--- config.mk ---
export PLATFORM = sky130hd
export DESIGN_NAME = instr_fetch
export DESIGN_NICKNAME = d
export VERILOG_FILES = /design/src/rtl/fetch_pkg.sv /design/src/rtl/fetch_len_decode.sv /design/src/rtl/instr_fetch.sv
export SDC_FILE = /design/constraint.sdc
export NUM_CORES = 1
export LEC_CHECK = 0
export ABC_AREA = 0
export CAP_MARGIN = 20
export CORE_ASPECT_RATIO = 1.2
export CORE_MARGIN = 1
export CORE_UTILIZATION = 50
export DETAILED_ROUTE_END_ITERATION = 10
export PLACE_DENSITY = 0.83
export SLEW_MARGIN = 20
export SYNTH_ARGS = -nofsm -noshare
export SYNTH_HDL_FRONTEND = slang
export SYNTH_SLANG_ARGS = --single-unit
--- constraint.sdc ---
create_clock -name Clk -period 5.7 [get_ports Clk]
set_clock_uncertainty 0.05 [all_clocks]
set_input_delay 1.71 -clock Clk [delete_from_list [all_inputs] [get_ports Clk]]
set_output_delay 1.71 -clock Clk [all_outputs]
set_load 0.01 [all_outputs]
--- src/rtl/fetch_pkg.sv ---
// -----------------------------------------------------------------------------
// fetch_pkg
// Shared definitions for the instruction fetch sequencer and, later, the
// instruction decoder:
//   - fetch_state_e       : sequencer state encoding
//   - opcode_extra_bytes  : operand byte count of an opcode (opcode[7:6]),
//                           clamped so opcode + operands fit in max_bytes
// -----------------------------------------------------------------------------
package fetch_pkg;

    localparam int unsigned MAX_BYTES_DEFAULT = 4;

    typedef enum logic [1:0] {
        IDLE    = 2'd0,
        OPCODE  = 2'd1,
        OPERAND = 2'd2,
        DONE    = 2'd3
    } fetch_state_e;

    function automatic logic [1:0] opcode_extra_bytes(
        input logic [7:0]  opcode,
        input int unsigned max_bytes = MAX_BYTES_DEFAULT
    );
        logic [1:0] extra;
        extra = opcode[7:6];
        if ({30'd0, extra} > (max_bytes - 1)) begin
            extra = 2'(max_bytes - 1);
        end
        return extra;
    endfunction

endpackage

--- src/rtl/fetch_len_decode.sv ---
// -----------------------------------------------------------------------------
// fetch_len_decode
// Combinational opcode -> extra (operand) byte count.
// Ports:
//   opcode_i [7:0]  first instruction byte
//   extra_o  [1:0]  number of operand bytes following the opcode
// -----------------------------------------------------------------------------
module fetch_len_decode
    import fetch_pkg::*;
#(
    parameter int unsigned MaxBytes = 4
) (
    input  logic [7:0] opcode_i,
    output logic [1:0] extra_o
);

    always_comb begin
        extra_o = opcode_extra_bytes(opcode_i, MaxBytes);
    end

endmodule

--- src/rtl/instr_fetch.sv ---
// -----------------------------------------------------------------------------
// instr_fetch
// Instruction fetch sequencer feeding the instruction register. Reads an opcode
// and its operand bytes through a ready handshake, assembles them into IRData
// (opcode in byte 0) and strobes IRLd_n low for one cycle. Owns the PC; a PC
// reload in any state aborts a fetch in progress.
// Ports:
//   Clk, Reset       clock, asynchronous active-low reset
//   Fetch_n          active-low fetch request (level)
//   PCLd_n, PCIn     active-low PC reload and reload value
//   MemAddr, MemRd_n memory read address and active-low read request
//   MemRdy, MemData  read data valid and read data
//   IRData, IRLd_n   assembled instruction and active-low IR load strobe
//   Len              instruction length minus one
//   PC, Busy, Fault  program counter, fetch in progress, timeout pulse
// Build option: FETCH_TIMEOUT_EN adds a memory wait limit of TimeoutCycles
// cycles; without it Fault is tied low and MemRdy is awaited indefinitely.
// -----------------------------------------------------------------------------
module instr_fetch
    import fetch_pkg::*;
#(
    parameter int unsigned          DataWidth     = 8,
    parameter int unsigned          AddrWidth     = 16,
    parameter int unsigned          MaxBytes      = 4,
    parameter logic [AddrWidth-1:0] ResetVector   = 16'h0000,
    parameter int unsigned          TimeoutCycles = 16
) (
    input  logic                            Clk,
    input  logic                            Reset,
    input  logic                            Fetch_n,
    input  logic                            PCLd_n,
    input  logic [AddrWidth-1:0]            PCIn,
    output logic [AddrWidth-1:0]            MemAddr,
    output logic                            MemRd_n,
    input  logic                            MemRdy,
    input  logic [DataWidth-1:0]            MemData,
    output logic [DataWidth*MaxBytes-1:0]   IRData,
    output logic                            IRLd_n,
    output logic [1:0]                      Len,
    output logic [AddrWidth-1:0]            PC,
    output logic                            Busy,
    output logic                            Fault
);

    localparam int unsigned IdxW = (MaxBytes > 1) ? $clog2(MaxBytes) : 1;

    fetch_state_e                  state_q, state_d;
    logic [AddrWidth-1:0]          pc_q, pc_d;
    logic [AddrWidth-1:0]          addr_q, addr_d;
    logic [DataWidth*MaxBytes-1:0] ir_q, ir_d;
    logic [1:0]                    len_q, len_d;
    logic [IdxW-1:0]               idx_q, idx_d;   // next byte slot
    logic [IdxW-1:0]               rem_q, rem_d;   // operand bytes still due
    logic [1:0]                    extra;

    fetch_len_decode #(.MaxBytes(MaxBytes)) u_len_decode (
        .opcode_i (MemData[7:0]),
        .extra_o  (extra)
    );

`ifdef FETCH_TIMEOUT_EN
    localparam int unsigned WaitW = $clog2(TimeoutCycles + 1);
    logic [WaitW-1:0] wait_q, wait_d;
    logic             fault_q, fault_d;
`else
    logic unused_timeout;
    assign unused_timeout = (TimeoutCycles != 0);
`endif

    always_comb begin
        state_d = state_q;
        pc_d    = pc_q;
        addr_d  = addr_q;
        ir_d    = ir_q;
        len_d   = len_q;
        idx_d   = idx_q;
        rem_d   = rem_q;
`ifdef FETCH_TIMEOUT_EN
        // Any cycle that is not a further wait (ready, flush, state change)
        // clears the counter.
        wait_d  = '0;
        fault_d = 1'b0;
`endif
        if (!PCLd_n) begin
            // Reload in IDLE, flush everywhere else; a pending DONE strobe is
            // suppressed by the IRLd_n decode below.
            pc_d    = PCIn;
            state_d = IDLE;
        end else begin
            unique case (state_q)
                IDLE: begin
                    if (!Fetch_n) begin
                        state_d = OPCODE;
                        addr_d  = pc_q;
                        ir_d    = '0;
                        len_d   = '0;
                        idx_d   = '0;
                        rem_d   = '0;
                    end
                end
                OPCODE, OPERAND: begin
                    if (MemRdy) begin
                        ir_d[idx_q*DataWidth +: DataWidth] = MemData;
                        pc_d   = pc_q + AddrWidth'(1);
                        addr_d = pc_q + AddrWidth'(1);
                        idx_d  = idx_q + IdxW'(1);
                        if (state_q == OPCODE) begin
                            len_d   = extra;
                            rem_d   = IdxW'(extra);
                            state_d = (extra == 2'd0) ? DONE : OPERAND;
                        end else begin
                            rem_d = rem_q - IdxW'(1);
                            if (rem_q == IdxW'(1)) begin
                                state_d = DONE;
                            end
                        end
                    end
`ifdef FETCH_TIMEOUT_EN
                    else if (wait_q == WaitW'(TimeoutCycles - 1)) begin
                        state_d = IDLE;
                        fault_d = 1'b1;
                    end else begin
                        wait_d = wait_q + WaitW'(1);
                    end
`endif
                end
                DONE: state_d = IDLE;
                default: state_d = IDLE;
            endcase
        end
    end

    always_ff @(posedge Clk or negedge Reset) begin
        if (!Reset) begin
            state_q <= IDLE;
            pc_q    <= ResetVector;
            addr_q  <= ResetVector;
            ir_q    <= '0;
            len_q   <= '0;
            idx_q   <= '0;
            rem_q   <= '0;
        end else begin
            state_q <= state_d;
            pc_q    <= pc_d;
            addr_q  <= addr_d;
            ir_q    <= ir_d;
            len_q   <= len_d;
            idx_q   <= idx_d;
            rem_q   <= rem_d;
        end
    end

`ifdef FETCH_TIMEOUT_EN
    always_ff @(posedge Clk or negedge Reset) begin
        if (!Reset) begin
            wait_q  <= '0;
            fault_q <= 1'b0;
        end else begin
            wait_q  <= wait_d;
            fault_q <= fault_d;
        end
    end
    assign Fault = fault_q;
`else
    assign Fault = 1'b0;
`endif

    assign Busy    = (state_q == OPCODE) || (state_q == OPERAND);
    assign MemRd_n = !Busy;
    assign MemAddr = addr_q;
    // Strobe is decoded from the state so a reload during DONE can still
    // withhold it in that same cycle.
    assign IRLd_n  = !((state_q == DONE) && PCLd_n);
    assign IRData  = ir_q;
    assign Len     = len_q;
    assign PC      = pc_q;

endmodule
==> impl_metrics.json <==
{
  "wl_microns": 9006,
  "synth_edf_count": 0,
  "pwr_density_cell_nw_per_um2": 412.0,
  "clock-root-buffer": "clkbuf_8",
  "clock_latency_ns": 0.35,
  "dp_hpwl_microns": 6537,
  "hold_class": "reg2reg",
  "slowest_stage": "clkdlybuf4s50_1",
  "gr-total-overflow": 0,
  "fmax_ghz": 0.2206,
  "period_minus_slack_ns": 4.533,
  "areaGrowthSynthToFinish_pct": 32.43,
  "yosys.area.top_type": "dfrtp_1",
  "worstPathRequired_ns": 3.94,
  "postCtsSetupBuffers": 0,
  "syn_avg_cell_area_sq_um": 9.553,
  "drt_iter0_drc": 170,
  "ir_drop_v": 0.0002716,
  "wire_per_inst_microns": 16.26,
  "synthArstFlopShare_pct": 100.0,
  "start_util_pct": 52.37,
  "combPwrFrac_pct": 42.5,
  "num-nets-final": 503,
  "p_leak_nw": 1.992,
  "pwr-share-seq_pct": 37.6,
  "cp_num_buf_inv": 2,
  "cpMostUsedCell": "clkdlybuf4s50_1",
  "gp_congestion": 0.8501,
  "grt_max_degree": 38,
  "synth_most_common_cell": "dfrtp_1",
  "syn_area_sq_um": 3611,
  "hold_viol": 0,
  "endpoint_kind": "output port",
  "path_clk_slew_ns": 0.07,
  "ys_ff_latch": 72,
  "viasPerCell": 5.581,
  "status": "completed",
  "path_cells": "clkdlybuf4s50_1 > nand2_1 > clkdlybuf4s50_1",
  "crit_type": "in2out",
  "die-area_sq_um": 7567,
  "synth_cell_types": 46,
  "finalPower_w": 0.001970,
  "numCtsBuffers": 9,
  "row_count": 33,
  "yosysWarnings": 0,
  "synth_common_cells": "dfrtp_1 (72), o21ai_0 (37), nand2_1 (35), nand3_1 (30), inv_1 (26)",
  "seqCellArea_sq_um": 1802,
  "cpPeakStageDelay_ns": 0.54,
  "grt_pass1_vias": 3124,
  "gr-usage-all-layers_pct": 25.94,
  "io_pins": 99,
  "antenna_found_initial": 0,
  "synth-main-ff-cell": "dfrtp_1",
  "fin_setup_tns_ns": 0,
  "synth.net_count": 417,
  "seq_area_frac_synth_pct": 49.90,
  "fp.coreArea_sq_um": 6895,
  "synthTopCellsByArea": "dfrtp_1 (50%), o21ai_0 (5.1%), nand3_1 (4.2%)",
  "maxCapViolCount": 0,
  "h-tree-depth": 3,
  "fill_cells": 523,
  "ctsResizeCount": 0,
  "num_antenna_cells": 0,
  "grt_pass1_wl_microns": 14950,
  "io_buffer_count": 97,
  "yosysTopAreaCellShare_pct": 49.90,
  "critPathMaxFanout": 2,
  "drive_gt1_share_pct": 5.353,
  "rsz0062_at_grt": "no",
  "die_x_microns": 79.58,
  "vias": 3092,
  "drv_slew": 0,
  "multi_input_area_sq_um": 1597,
  "cp_top_family": "buffers and inverters",
  "tightest_slew_ns": 0.8308,
  "cp.arrival_ns": 2.77,
  "switching_share_pct": 36.98,
  "cts.sinks": 72,
  "drtAntennaViolNets": 0,
  "internal-power_w": 0.001242,
  "setup_viol": 0,
  "p_switching_w": 0.0007284,
  "ctsHoldBuffers": 0,
  "drtPass1Iterations": 4,
  "relSlewSlack_pct": 44.62,
  "clkPwrFrac_pct": 20.0,
  "cp-start-kind": "primary input",
  "cts_buffer_depth": 2,
  "die_y_microns": 95.09,
  "postSynthCellCount": 378,
  "min_period_over_period_pct": 79.53,
  "drc": 0,
  "cts_tree": "built"
}
-- layout make-up --
type,instances,area share [%]
clock buffers,11,2.957
clock inverters,3,0.9158
inverters,27,2.119
multi-input cells,254,33.39
flip-flops and latches,72,37.68
well taps,87,2.276
repair buffers,100,20.67
-- cell families (layout without fill, tap and decap cells) --
family,Yosys count,in the layout,share of synthesized area [%]
other,1,1,0.1039
multiplexers,6,6,1.733
AO/OA/AOI/OAI,84,84,14.73
adder cells (fa/ha/maj),10,10,3.465
buffers and inverters,52,141,5.890
AND/OR/NAND/NOR,129,129,18.36
flip-flops,72,72,49.90
XOR/XNOR,24,24,5.821
-- power groups by stage --
stage               Sequential (W)  Combinational, W  Clock [W]
detailed placement        0.000749          0.000834          0
global placement          0.000743          0.000808          0
floorplan                 0.000768          0.000436          0
CTS                       0.000741          0.000839   0.000394
finish                    0.000741          0.000836   0.000393
global route              0.000758          0.000924   0.000418
-- sequential cells by signal (all words and copies together), names as in the netlist --
register and cells:
Len 2, rem_q 2, PC 16, state_q 2, MemAddr 16, idx_q 2
IRData 32
-- worst register-to-register path, cell delays in order, from the launching register on --
cell and delay [ns]:
dfrtp_1 0.40, inv_1 0.06, ha_1 0.70, and2_1 0.53, nand2_1 0.21, nor4b_2 0.69, a22o_1 0.23
-- worst paths after layout --
kind / to / start / depth (start not counted) / slack, ns
worst max-delay path: IRLd_n / PCLd_n / 3 / 1.17
worst min-delay path: MemAddr[11] / MemAddr[11] / 2 / 0.43
worst max register to register: IRData[1] / state_q[0] / 6 / 2.74
worst min register to register: MemAddr[11] / MemAddr[11] / 2 / 0.43
max in group asynchronous: IRData[4] / Reset / 2 / 3.19
min in group asynchronous: IRData[29] / Reset / 1 / 1.40
-- cell usage in the layout (no fill, tap or decap), types with 5 or more instances in the layout --
cell type,count
a21oi_1,14
dfrtp_1,72
nand4_1,8
nor4_1,5
inv_1,26
nor2_1,24
clkdlybuf4s50_1,96
nand3_1,30
clkbuf_8,10
nand2_1,35
a22o_1,14
ha_1,10
o21ai_0,37
nor3_1,5
xnor2_1,15
xor2_1,9
-- per-layer routing --
layer  global-route usage, %  part of all wire [%]  vias to the layer above
li1                        -                     -                     1487
met1                   33.02                    41                     1461
met2                   43.59                    51                      131
met3                   3.636                   6.2                       13
met4                   11.97                   1.7                        0
met5                       0                     0                        -
-- stage by stage --
stage / setup WS (ns) / cell area, sq um / cells / hold WS (ns) / util (%)
detailed placement: 1.165 / 4597 / 540 / 0.4193 / 66.67
floorplan: 1.569 / 3611 / 378 / 0.4287 / -
global route: 1.128 / 4782 / 554 / 0.4635 / 69.35
finish: 1.167 / 4782 / 554 / 0.4340 / 69.35
CTS: 1.157 / 4782 / 554 / 0.4352 / 69.35
global placement: 1.170 / 4597 / 540 / 0.4158 / 66.67
Note: power is estimated with default switching activity, not from simulation.
